`config.mk`:
```
export PLATFORM = sky130hd
export DESIGN_NAME = uart_baud_cfg_ctrl
export DESIGN_NICKNAME = d
export VERILOG_FILES = /design/src/rtl/uart_baud_pkg.sv /design/src/rtl/uart_drain_qual.sv /design/src/rtl/uart_baud_cfg_ctrl.sv
export SDC_FILE = /design/constraint.sdc
export NUM_CORES = 1
export LEC_CHECK = 0
export CAP_MARGIN = 20
export CORE_MARGIN = 2
export CORE_UTILIZATION = 40
export DETAILED_ROUTE_END_ITERATION = 6
export PLACE_DENSITY = 0.71
export SYNTH_ARGS = -nofsm -noshare
export SYNTH_HDL_FRONTEND = slang
export SYNTH_SLANG_ARGS = --single-unit
```
`constraint.sdc`:
```
create_clock -name clk -period 1.6 [get_ports clk]
set_input_delay 0.4 -clock clk [delete_from_list [all_inputs] [get_ports clk]]
set_output_delay 0.4 -clock clk [all_outputs]
set_load 0.02 [all_outputs]
```
`src/rtl/uart_baud_pkg.sv`:
```
// Shared widths and FSM encoding for the UART baud-rate reconfiguration controller.
package uart_baud_pkg;

  localparam int BAUD_W      = 13;
  localparam int FRAC_W      = 3;
  localparam int DRAIN_CNT_W = 16;

  typedef enum logic [1:0] {
    ST_IDLE  = 2'd0,
    ST_DRAIN = 2'd1,
    ST_LOAD  = 2'd2,
    ST_SYNC  = 2'd3
  } state_e;

endpackage

```
`src/rtl/uart_drain_qual.sv`:
```
// Drain qualifier: flags two consecutive idle cycles of TX/RX while enabled, plus an
// optional DRAIN timeout counter built only when UART_BAUD_CFG_TIMEOUT_EN is defined.
module uart_drain_qual
  import uart_baud_pkg::*;
#(
  parameter logic [DRAIN_CNT_W-1:0] DRAIN_TIMEOUT = 16'd4096
) (
  input  logic clk,
  input  logic reset_n,
  input  logic drain_en,
  input  logic tx_busy,
  input  logic rx_busy,
  output logic drain_ok,
  output logic drain_timeout
);

  logic w_idle;
  logic r_idle_seen;

  assign w_idle = !tx_busy && !rx_busy;

  // Remembers that the previous DRAIN cycle was idle; any busy cycle restarts qualification.
  always_ff @(posedge clk or negedge reset_n) begin
    if (!reset_n) begin
      r_idle_seen <= 1'b0;
    end else if (!drain_en) begin
      r_idle_seen <= 1'b0;
    end else begin
      r_idle_seen <= w_idle;
    end
  end

  assign drain_ok = drain_en && w_idle && r_idle_seen;

`ifdef UART_BAUD_CFG_TIMEOUT_EN
  localparam logic [DRAIN_CNT_W-1:0] TO_LAST = DRAIN_TIMEOUT - 16'd1;

  logic [DRAIN_CNT_W-1:0] r_to_cnt;

  // Counter holds zero outside DRAIN, so it starts from zero on every DRAIN entry.
  always_ff @(posedge clk or negedge reset_n) begin
    if (!reset_n) begin
      r_to_cnt <= '0;
    end else if (!drain_en) begin
      r_to_cnt <= '0;
    end else begin
      r_to_cnt <= r_to_cnt + 16'd1;
    end
  end

  assign drain_timeout = drain_en && (r_to_cnt == TO_LAST);
`else
  logic w_unused_timeout;
  assign w_unused_timeout = ^DRAIN_TIMEOUT;
  assign drain_timeout    = 1'b0;
`endif

endmodule

```
`src/rtl/uart_baud_cfg_ctrl.sv`:
```
// Baud reconfiguration controller: pauses TX/RX, drains, loads the new divisor and
// re-syncs to the baud tick. Optional DRAIN abort enabled by UART_BAUD_CFG_TIMEOUT_EN.
module uart_baud_cfg_ctrl
  import uart_baud_pkg::*;
#(
  parameter logic [BAUD_W-1:0]      RESET_BAUD_VAL = 13'd0,
  parameter logic [FRAC_W-1:0]      RESET_FRAC     = 3'd0,
  parameter logic [DRAIN_CNT_W-1:0] DRAIN_TIMEOUT  = 16'd4096
) (
  input  logic              clk,
  input  logic              reset_n,
  input  logic              cfg_valid,
  output logic              cfg_ready,
  input  logic [BAUD_W-1:0] cfg_baud_val,
  input  logic [FRAC_W-1:0] cfg_frac,
  input  logic              tx_busy,
  input  logic              rx_busy,
  input  logic              baud_clock,
  output logic              pause,
  output logic              gen_clear,
  output logic [BAUD_W-1:0] baud_val,
  output logic [FRAC_W-1:0] baud_val_fraction,
  output logic              cfg_done,
  output logic              cfg_err,
  output state_e            o_dbg_state
);

  state_e            r_state;
  state_e            w_next_state;
  logic              r_ready_en;
  logic [BAUD_W-1:0] r_shadow_baud;
  logic [FRAC_W-1:0] r_shadow_frac;
  logic [BAUD_W-1:0] r_baud;
  logic [FRAC_W-1:0] r_frac;
  logic              r_done;
  logic              w_accept;
  logic              w_in_drain;
  logic              w_drain_ok;
  logic              w_drain_timeout;

  // Handshake: a config transfers on a rising edge where cfg_valid && cfg_ready; cfg_ready
  // is high only in IDLE, and cfg_valid offered elsewhere is dropped, not queued.
  assign cfg_ready  = r_ready_en && (r_state == ST_IDLE);
  assign w_accept   = cfg_valid && cfg_ready;
  assign w_in_drain = (r_state == ST_DRAIN);

  uart_drain_qual #(
    .DRAIN_TIMEOUT(DRAIN_TIMEOUT)
  ) u_drain_qual (
    .clk          (clk),
    .reset_n      (reset_n),
    .drain_en     (w_in_drain),
    .tx_busy      (tx_busy),
    .rx_busy      (rx_busy),
    .drain_ok     (w_drain_ok),
    .drain_timeout(w_drain_timeout)
  );

  always_ff @(posedge clk or negedge reset_n) begin
    if (!reset_n) begin
      r_state <= ST_IDLE;
    end else begin
      r_state <= w_next_state;
    end
  end

  always_comb begin
    w_next_state = r_state;
    case (r_state)
      ST_IDLE:  if (w_accept) w_next_state = ST_DRAIN;
      ST_DRAIN: begin
        if (w_drain_ok) begin
          w_next_state = ST_LOAD;
        end else if (w_drain_timeout) begin
          w_next_state = ST_IDLE;
        end
      end
      ST_LOAD:  w_next_state = ST_SYNC;
      ST_SYNC:  if (baud_clock) w_next_state = ST_IDLE;
      default:  w_next_state = ST_IDLE;
    endcase
  end

  // r_ready_en keeps cfg_ready low until the first edge after reset release.
  always_ff @(posedge clk or negedge reset_n) begin
    if (!reset_n) begin
      r_ready_en    <= 1'b0;
      r_shadow_baud <= '0;
      r_shadow_frac <= '0;
      r_baud        <= RESET_BAUD_VAL;
      r_frac        <= RESET_FRAC;
      r_done        <= 1'b0;
    end else begin
      r_ready_en <= 1'b1;
      if (w_accept) begin
        r_shadow_baud <= cfg_baud_val;
        r_shadow_frac <= cfg_frac;
      end
      if (r_state == ST_LOAD) begin
        r_baud <= r_shadow_baud;
        r_frac <= r_shadow_frac;
      end
      r_done <= (r_state == ST_SYNC) && baud_clock;
    end
  end

  assign pause             = (r_state != ST_IDLE);
  assign gen_clear         = (r_state == ST_LOAD);
  assign baud_val          = r_baud;
  assign baud_val_fraction = r_frac;
  assign cfg_done          = r_done;
  // Abort pulses in the last DRAIN cycle; a simultaneous drain_ok wins and suppresses it.
  assign cfg_err           = w_in_drain && w_drain_timeout && !w_drain_ok;
  assign o_dbg_state       = r_state;

endmodule

```
==> metrics <==
Layout area overhead=47.80%; status=complete, but fails checks; fin crit period=1.625 ns; vias=926; Sw Share=33.26%; Async SR Flop Fraction=100.0%; post-synthesis cell type count=16; CTS tree=built; RSZ-0062 raised after global routing=yes; EDFF count, synth=0; number of I/O port buffers=43; part of the power in registers=37.1%; Antenna Violating Nets Remaining=0; die width=64.76 um; clock buffer depth=2; Primary FF master, synth=dfrtp_1; Cell Int Power=2.897 mW; post-synthesis mux area share=25.85%; antenna fix cells=0; final layout net count=178; Placed Area=2033 um^2; Post-Synth Adder-Cell Area=4.237%; Synth Register Bits=37; power density over the cells=1989 nW/um^2; final period utilization=101.5%; clock power share=18.8%; Slowest-stage cell, CP=clkdlybuf4s50_1; Setup crit end kind=register; Peak supply drop=1.013 mV; Syn. warnings=0; syn_nets=121; max incr delay on CP=0.60 ns; final hold vios=0; Simple-Gate Fraction of Synth Area=2.712%; Worst-path clk slew=0.07 ns; initial antenna violation count=0; most area-consuming cells after synthesis=dfrtp_1 63%, mux2_1 25%, ha_1 4.2%; switching power=1.444 mW; crit-path cells=clkdlybuf4s50_1, clkinv_8, a222oi_1, buf_4, mux2_4; reg2reg start=o_dbg_state[1]$_DFFE_PN0P_; Synth Area in XOR/XNOR=0%; Core ar.=3606 um^2; fin area=2182 um^2; post-DP HPWL=1935 um; CP Max Fanout=2; arrival time worst endpoint=1.79 ns; Via density=4.630; Pre-antenna DRT Iters=4; Gate power share=44.1%; WL final=2686 um; Tot Pwr=4.341 mW; I/O Pins=45; failing checks=negative setup slack; P_leak=1.012 nW; Critical Setup Path Class=input pin to register; Synth Area in Compound Gates=0.6780%; cell taking the most area after synthesis=dfrtp_1; clk_lat worst skew=0.28 ns; initial core utilization=40.94%; cts hold-fix bufs=0; sequential-to-total area share from yosys stat=62.71%; Crit Reg-Reg Endpoint=o_dbg_state[1]$_DFFE_PN0P_; Synth Instances=94; vias in the first global route=1004; WP buf/inv=3; worst-case reg-to-reg path depth=6; main combinational cell family by area after synthesis=multiplexers; slack of the critical path=-0.02462 ns; FP Rows=22; Critical Path RT=1.77 ns; Fillers=313; Die Area=4193 um^2; cts bufs inserted=5; Final Skew=0.003635 ns; pin count of the biggest net entering global routing=22; synthesized cell area=1476 um^2; Starting DRT DRC Count=42; root buf cell=clkbuf_8; DIE HEIGHT=64.76 um; Reg2Reg Setup Slack=0 ns; H-tree level count=2; clk sinks=37; total grt overflow=0; Avg Cell Area, Syn=15.71 um^2; GPL Wtd Cong=0.6436; Max-cap violations=0; WL/cell=13.43 um; Slew Limit Fails=0; top cell type's share of synthesized area=62.71%; critical path's top delay family=buffers and inverters; first-pass GRT wire length=4650 um; Hold Path Class=input pin to asynchronous set/reset pin; share of post-route cells with drive strength above 1=22.37%; CP Launch Type=input pin; Max Freq=0.6155 GHz; # setup viols final=1; DRC Markers=0; Overall Global Routing Usage=14.99%
## power by group through the flow
| stage | clock (mW) | sequential [mW] | combinational (mW) |
|---|---|---|---|
| floorplan | 0 | 1.90 | 0.771 |
| global placement | 0 | 1.61 | 1.89 |
| detailed placement | 0 | 1.64 | 1.94 |
| CTS | 0.842 | 1.62 | 1.87 |
| global route | 0.884 | 1.69 | 2.08 |
| finish | 0.815 | 1.61 | 1.91 |
## cell families (layout without fill, tap and decap cells)
family	after synthesis	after routing
AOI/OAI and AO/OA	1	1
adders and majority gates	5	5
buffers and inverters	8	66
DFF	37	37
muxes	34	34
other	2	2
and+or+nand+nor	7	7
## registers in the layout (all words and copies together) (netlist names)
name,count
cfg_done,1
o_dbg_state,2
r_shadow_frac,3
baud_val_fraction,3
u_drain_qual.r_idle_seen,1
r_shadow_baud,13
r_ready_en,1
baud_val,13
## metrics by stage
step	setup TNS, ns	hold WS [ns]	instances	util, %	setup slack (ns)
after floorplan	-0.06058	0.1044	94	-	-0.02494
after global placement	-1.954	0.3774	191	56.38	-0.4313
after detailed placement	-2.724	0.3739	191	56.38	-0.5272
after CTS	-0.01760	0.06069	200	59.44	-0.01160
after global routing	-0.1483	0.08945	200	60.51	-0.07535
final	-0.02462	0.05170	200	60.51	-0.02462
## placed cells by master, fill, tap and decap left out, drive strengths merged
cell and instances:
a222oi 1, bufinv 1, clkdlybuf4s15 3, nor2 1, clkbuf 7, ha 5, and2 2, inv 3
clkinv 1, buf 15, or3b 1, dlygate4sd2 18, nand2 2, nor3b 1, clkdlybuf4s50 18, mux2 33
mux2i 1, dfrtp 37, conb 2
## how the worst max path moves through the flow
stage	from	to	slack, ns	cells past startpoint
after detailed placement	rx_busy	o_dbg_state[1]$_DFFE_PN0P_	-0.53	4
after CTS	o_dbg_state[1]$_DFFE_PN0P_	o_dbg_state[1]$_DFFE_PN0P_	-0.01	6
after global routing	u_drain_qual.r_idle_seen$_DFF_PN0_	o_dbg_state[1]$_DFFE_PN0P_	-0.08	4
after floorplan	rx_busy	o_dbg_state[1]$_DFFE_PN0P_	-0.02	3
after global placement	rx_busy	o_dbg_state[1]$_DFFE_PN0P_	-0.43	4
final	baud_clock	o_dbg_state[1]$_DFFE_PN0P_	-0.02	5
## per-layer routing
layer / global-route usage, % / vias to the layer above / routed length, um
li1: - / 432 / -
met1: 18.62 / 457 / 1122
met2: 23.71 / 29 / 1342
met3: 4.167 / 8 / 156
met4: 7.979 / 0 / 65
met5: 0 / - / 0
## timing repair
| item | in CTS | in global routing |
|---|---|---|
| endpoints found under the setup margin | 24 | 5 |
| resized for setup | 40 | 10 |
| pin swaps | 2 | 3 |
| setup buffers | 1 | 0 |
## cells in the mapped netlist, types with 2 or more instances
library cell  instances
nand2_1               2
ha_1                  5
buf_2                 2
mux2_1               33
and2_1                2
inv_1                 3
dfrtp_1              37
conb_1                2
## layout make-up
class	count	area, um^2	share of cell area [%]
clock buffer	7	86.33	3.956
tap	48	60.06	2.752
sequential	37	928.4	42.55
inverter	4	27.53	1.261
multi-input combinational	49	553.0	25.34
timing repair buffer	54	496.7	22.76
clock inverter	1	30.03	1.376
Note: power is estimated with default switching activity, not from simulation.
